`config.mk`:
```
export PLATFORM = sky130hd
export DESIGN_NAME = param_sync_ram
export DESIGN_NICKNAME = d
export VERILOG_FILES = /design/src/rtl/param_sync_ram.sv
export SDC_FILE = /design/constraint.sdc
export NUM_CORES = 1
export LEC_CHECK = 0
export CELL_PAD_IN_SITES_DETAIL_PLACEMENT = 2
export CELL_PAD_IN_SITES_GLOBAL_PLACEMENT = 2
export CORE_ASPECT_RATIO = 0.9
export CORE_UTILIZATION = 50
export CTS_CLUSTER_SIZE = 30
export DETAILED_ROUTE_END_ITERATION = 12
export HOLD_SLACK_MARGIN = 0.03
export PLACE_DENSITY_LB_ADDON = 0.1
export RECOVER_POWER = 25
export SETUP_SLACK_MARGIN = 0.5
export SLEW_MARGIN = 20
export SYNTH_ARGS = -nofsm -noshare
export SYNTH_HDL_FRONTEND = slang
export SYNTH_SLANG_ARGS = --single-unit
```
`constraint.sdc`:
```
create_clock -name clk -period 9.3 [get_ports clk]
set_input_delay 0.93 -clock clk [delete_from_list [all_inputs] [get_ports clk]]
set_output_delay 0.93 -clock clk [all_outputs]
set_load 0.01 [all_outputs]
```
`src/rtl/param_sync_ram.sv`:
```
// param_sync_ram: single-port data memory with configurable width and depth,
// per-byte write enables, a selectable read-during-write result and a
// clear sequencer that sweeps every word to CLEAR_VALUE after reset.
// All state, including the array, updates on the falling edge of clk.
module param_sync_ram #(
  parameter int                    DATA_WIDTH  = 8,
  parameter int                    ADDR_WIDTH  = 7,
  parameter int                    RDW_MODE    = 0,
  parameter logic [DATA_WIDTH-1:0] CLEAR_VALUE = '0
) (
  input  logic                    clk,
  input  logic                    reset,
  input  logic                    we,
  input  logic [DATA_WIDTH/8-1:0] be,
  input  logic [ADDR_WIDTH-1:0]   address,
  input  logic [DATA_WIDTH-1:0]   data_in,
  output logic [DATA_WIDTH-1:0]   data_out,
  output logic                    ready
);

  localparam int LANES = DATA_WIDTH / 8;
  localparam int DEPTH = 1 << ADDR_WIDTH;

  typedef enum logic {ST_CLEAR, ST_RUN} state_t;

  state_t                  state_q, state_d;
  logic [ADDR_WIDTH:0]     cnt_q, cnt_d;
  logic [DATA_WIDTH-1:0]   dout_q, dout_d;
  logic                    ready_q, ready_d;

  logic [DATA_WIDTH-1:0]   mem [DEPTH];
  logic [DATA_WIDTH-1:0]   old_word;
  logic [DATA_WIDTH-1:0]   merged_word;
  logic                    mem_we;
  logic [ADDR_WIDTH-1:0]   mem_addr;
  logic [DATA_WIDTH-1:0]   mem_wdata;

  // Replace each enabled byte lane of the old word with the matching lane of the new data.
  function automatic logic [DATA_WIDTH-1:0] lane_merge(
    input logic [DATA_WIDTH-1:0] old_w,
    input logic [DATA_WIDTH-1:0] new_w,
    input logic [LANES-1:0]      lane_en
  );
    logic [DATA_WIDTH-1:0] res;
    res = old_w;
    for (int i = 0; i < LANES; i++) begin
      if (lane_en[i]) res[8*i +: 8] = new_w[8*i +: 8];
    end
    return res;
  endfunction

  // Next-state, array write port and read data selection.
  always_comb begin
    state_d     = state_q;
    cnt_d       = cnt_q;
    dout_d      = dout_q;
    ready_d     = ready_q;
    mem_we      = 1'b0;
    mem_addr    = address;
    mem_wdata   = data_in;
    old_word    = mem[address];
    merged_word = lane_merge(old_word, data_in, we ? be : '0);

    case (state_q)
      ST_CLEAR: begin
        // Sweep one word per edge; user inputs are ignored and data_out stays 0.
        mem_we    = ~reset;
        mem_addr  = cnt_q[ADDR_WIDTH-1:0];
        mem_wdata = CLEAR_VALUE;
        cnt_d     = cnt_q + 1'b1;
        dout_d    = '0;
        if (cnt_q[ADDR_WIDTH-1:0] == {ADDR_WIDTH{1'b1}}) begin
          state_d = ST_RUN;
          ready_d = 1'b1;
        end
      end
      default: begin
        // A write with no lanes enabled leaves the word untouched.
        mem_we    = we & (|be) & ~reset;
        mem_addr  = address;
        mem_wdata = merged_word;
        dout_d    = (RDW_MODE != 0) ? merged_word : old_word;
      end
    endcase
  end

  // Control and read-data registers; reset restarts the clear sweep immediately.
  always_ff @(negedge clk or posedge reset) begin
    if (reset) begin
      state_q <= ST_CLEAR;
      cnt_q   <= '0;
      dout_q  <= '0;
      ready_q <= 1'b0;
    end else begin
      state_q <= state_d;
      cnt_q   <= cnt_d;
      dout_q  <= dout_d;
      ready_q <= ready_d;
    end
  end

  // Storage array; contents are initialised by the sweep rather than by reset.
  always_ff @(negedge clk) begin
    if (mem_we) mem[mem_addr] <= mem_wdata;
  end

  assign data_out = dout_q;
  assign ready    = ready_q;

endmodule

```
==> results of run 1 <==
## synthesized netlist by cell type (7+ instances only)
| cell | number | area share [%] |
|---|---|---|
| a21oi_1 | 12 | 0.15 |
| a221oi_1 | 17 | 0.37 |
| a22o_1 | 17 | 0.37 |
| a22oi_1 | 30 | 0.55 |
| and2_1 | 10 | 0.15 |
| buf_2 | 23 | 0.28 |
| buf_4 | 38 | 0.70 |
| buf_6 | 9 | 0.25 |
| clkbuf_1 | 26 | 0.24 |
| dfrtn_1 | 17 | 1.0 |
| edfxtp_1 | 1024 | 76 |
| inv_1 | 8 | 0.074 |
| mux2_2 | 17 | 0.47 |
| mux2i_1 | 83 | 2.0 |
| mux4_2 | 220 | 12 |
| nand2_1 | 57 | 0.53 |
| nand2b_1 | 9 | 0.14 |
| nand3_1 | 37 | 0.46 |
| nor2_1 | 149 | 1.4 |
| nor2b_1 | 7 | 0.11 |
| nor3_1 | 9 | 0.11 |
| nor3b_1 | 9 | 0.17 |
| o221ai_1 | 7 | 0.15 |
| o22ai_1 | 52 | 0.80 |
| o31ai_1 | 10 | 0.18 |
| o41ai_1 | 7 | 0.15 |
## stage by stage
stage,instance area (µm²),cells,hold WS (ns),setup WS (ns),setup TNS [ns]
after global placement,43890,3190,0.4731,-0.05545,-4.547
after floorplan,40840,1973,0.4536,-0.06891,-42.85
## logic make-up after synthesis
group / after synthesis
fa+ha+maj: 1
xor+xnor: 6
compound gates: 187
mux: 320
buf+inv: 110
simple gates: 308
flops: 1041
==> impl_results.md, run 1 <==
* Register area share after synthesis at 76.72%
* Mux cell area share after synthesis at roughly 15%
* Top_reg_cell synth: edfxtp_1
* Syn_area_per_cell at a little over 20 µm²
* Distinct cells, synth at 52
* Error: [ERROR DPL-0033] detailed placement checks failed during check placement.
* Post-synthesis compound-gate area fraction at under 10%
* Synthesized instance count at slightly below 2,000
* Buffers on Ports at 27
* Post-synth EDFFs at 1,024
* Die Ht at about 270 µm
* Async S/R FF share, synth at under 10%
* Main combinational cell family by area after synthesis: multiplexers
* Last flow stage reached: detailed placement
* Post-synthesis net count at approximately 2,000
* # rows at just under 100
* HPWL after DPL at slightly above 90,000 µm
* Ports at 28
* Final Wtd Congestion at 0.8519
* XOR/XNOR Fraction of Synth Area at less than 1%
* Simple-gate area share of the yosys netlist at between 3 and 4%
* Die Span X at 302.5 µm
* Status: did not finish
* Post-Synthesis Cell Area at ~41,000 µm²
* Post-Synth Adder-Cell Area at less than 1%
* Synth warn at 0
* #FFs+latches synth at ~1,000
* Starting Density at approximately 51%
==> run 2: changes to the inputs <==
- CELL_PAD_IN_SITES_DETAIL_PLACEMENT: 2 -> unset
- CELL_PAD_IN_SITES_GLOBAL_PLACEMENT: 2 -> unset
- CORE_ASPECT_RATIO: 0.9 -> unset
- CORE_UTILIZATION: 50 -> 40
- CTS_CLUSTER_SIZE: 30 -> unset
- HOLD_SLACK_MARGIN: 0.03 -> unset
- PLACE_DENSITY_LB_ADDON: 0.1 -> 0.15
- SETUP_SLACK_MARGIN: 0.5 -> unset
==> impl_results.md, run 2 <==
* CTS sink count at 1,041
* Slowest stage delay, CP at about 0.72 ns
* WHS Endpoint: cnt_q[6]$_DFFE_NP0N_
* Hold Path Origin: cnt_q[6]$_DFFE_NP0N_
* Largest Register: mem
* Post-synth EDFFs at between 1,000 and 1,500
* Post-route DRC at 0
* Synth warn at 0
* Commonest cells after routing, fill and taps aside: inv_1 (1,056), edfxtp_1 (1,024), mux4_2 (220)
* Synth cell count leaders: edfxtp_1 (1,024), mux4_2 (220), nor2_1 (149)
* Vias per cell at about 5.2
* Tot Pwr at between 10 and 15 mW
* Crit path required time at between 4 and 5 ns
* CTS tree: built
* Register area share after synthesis at between 70% and 80%
* H-tree depth at 3
* Crit end category: register
* Distinct cells, synth at 52
* GRT Overall Usage at between 20% and 30%
* Setup Viol. Count Final at 0
* Crit-path leading delay family: buffers and inverters
* Slowest-stage cell, CP: dlygate4sd3_1
* R2r setup slk at a little under 5 ns
* Most common cell in the netlist: edfxtp_1
* Ports at 28
* #FFs+latches synth at 1,041
* Worst path depth at 8
* Buffers on Ports at 27
* Static leakage at around 18 nW
* Post-CTS setup buffer count at 0
* Die Ht at about 320 µm
* Critical path type: in2reg
* Synth area leader: edfxtp_1
* Clock-pin slew on the worst setup and hold paths at around 0.050 ns
* Relative slew slack at -0.008786%
* Failing checks: max-capacitance violations, max-slew violations
* Root Driver: clkbuf_16
* CP Max Fanout at 13
* Final Non-Filler Cells at approximately 4,700
* Final ANT Viol Nets at 0
* WL final at roughly 110,000 µm
* Final net count at between 3,000 and 4,000
* Syn_area_per_cell at between 20 and 25 µm²
* Synth-to-Final Area Change at 27.06%
* First-pass GRT wire length at between 150,000 and 200,000 µm
* Synthesized instance count at around 2,000
* Final setup margin at ~0.50 ns
* Arrival @ worst endpoint at ~4.5 ns
* PD cells at 225.7 nW/µm²
* Vias in the first global route at roughly 27,000
* Hold Path Class: reg2reg
* Worst Tran Pin Value at 1.500 ns
* Crit path cell chain: dlygate4sd3_1 > nand2_1 > and2_0 > nor2_1 > nand3_1 > clkbuf_1 > nor2_1 > clkbuf_1
* HPWL after DPL at roughly 69,000 µm
* Core footprint at roughly 100,000 µm²
* Number of detailed-route iterations in the first pass at 8
* Clk_lat worst skew at roughly 0.71 ns
* Final Wtd Congestion at between 0.8 and 0.9
* Worst reg2reg endpoint: mem[6][0]$_DFFE_NP_
* Placed inst area at between 40,000 and 50,000 µm²
* Util after Layout at between 50 and 60%
* Die footprint at approximately 100,000 µm²
* DP Cell Count at 3,505
* R2R depth at 7
* Fin area at 51,630 µm²
* Largest net degree at the start of global routing at 85
* Worst Path Buf+Inv at 3
* Post-Route Hold Slack at 0.5055 ns
* Top cell type's share of synthesized area at 75.68%
* Status: finished, violations left
* CTS max path bufs at 3
* Post-Synthesis Cell Area at roughly 40,000 µm²
* Reg2reg start: state_q$_DFF_NP0_
* Die Span X at about 320 µm
* CTS Buf Count at 110
* Setup TNS at 0 ns
* Pre-CTS setup slack at between 0.15 and 0.2 ns
* VDD IR-drop max at around 0.00014 V
* RSZ-0062 raised after global routing: false
* Initial antenna violation count at 0
* Synth area leaders: edfxtp_1 (76%), mux4_2 (12%), mux2i_1 (2.0%), nor2_1 (1.4%), dfrtn_1 (1.0%)
* Share of cells above drive strength 1 at approximately 18%
* Top_reg_cell synth: edfxtp_1
* Hold Buf Count CTS at 0
* Startpoint class of the critical path: input port
* Final hold violations at 0
* ANT cells at 0
* Maxcap violations at 1
* # rows at roughly 120
* Starting Density at between 40% and 50%
* Hold path cells at 1
* Async S/R FF share, synth at under 10%
* Post-synthesis net count at roughly 2,000
* Final Max Slew Viols at 7
* Post-cts resize count at 0
* DRT iter0 DRCs at about 2,100
* Commonest non-fill, non-tap cell in the layout: inv_1
* Routed vias at around 25,000
* Total gr overflow at 0
* WL/cell at around 23 µm
* Number of flip-flops in the largest register at slightly above 1,000
* Clock skew at 0.07332 ns
[run 2: cell counts after synthesis]
No cell type changed its count.
[run 2: worst max-delay path by stage]
stage / startpoint / end / slack (ns)
global route: be / mem[6][5]$_DFFE_NP_ / 0.38
finish: be / mem[6][0]$_DFFE_NP_ / 0.50
global placement: address[5] / mem[84][0]$_DFFE_NP_ / 0.17
detailed placement: address[0] / mem[49][1]$_DFFE_NP_ / 0.19
floorplan: address[0] / mem[0][1]$_DFFE_NP_ / -0.07
CTS: address[5] / mem[49][4]$_DFFE_NP_ / 0.90
[run 2: metal layers]
metal,GRT usage [%],vias up,wire length [µm]
met4,9.399,0,1838
li1,-,10860,-
met5,0,-,0
met2,32.99,824,52680
met3,6.687,112,7097
met1,28.92,12880,48720
[run 2: logic make-up after synthesis]
| logic type | after synthesis | share of synthesized area (%) |
|---|---|---|
| adder cells (fa/ha/maj) | 1 | 0.03079 |
| buffers and inverters | 110 | 1.660 |
| AND/OR/NAND/NOR | 308 | 3.393 |
| multiplexers | 320 | 14.71 |
| flip-flops | 1041 | 76.72 |
| XOR/XNOR | 6 | 0.1293 |
| AO/OA/AOI/OAI | 187 | 3.353 |
[run 2: layout make-up]
type                       instances  area [µm²]
fill                            8601       48810
timing repair buffer             277        2207
clock inverter                  1111        4758
sequential                      1041       31170
multi-input combinational        822        8889
inverter                           7       26.28
clock buffer                     120        2874
tap                             1357        1698
[run 2: worst reg2reg max path: stages, from the launching register on]
cell	delay, ns
dfrtn_1	0.74
clkbuf_1	0.94
and2_0	0.41
nor2_1	0.22
nand3_1	0.14
clkbuf_1	1.05
nor2_1	0.26
clkbuf_1	0.38
[run 2: power breakdown]
group          internal (mW)  switching, mW
Combinational          0.106          0.170
Sequential              5.11              0
Clock                   3.31           2.95
Total                   8.53           3.12
Power figures use the tool's default switching activity.
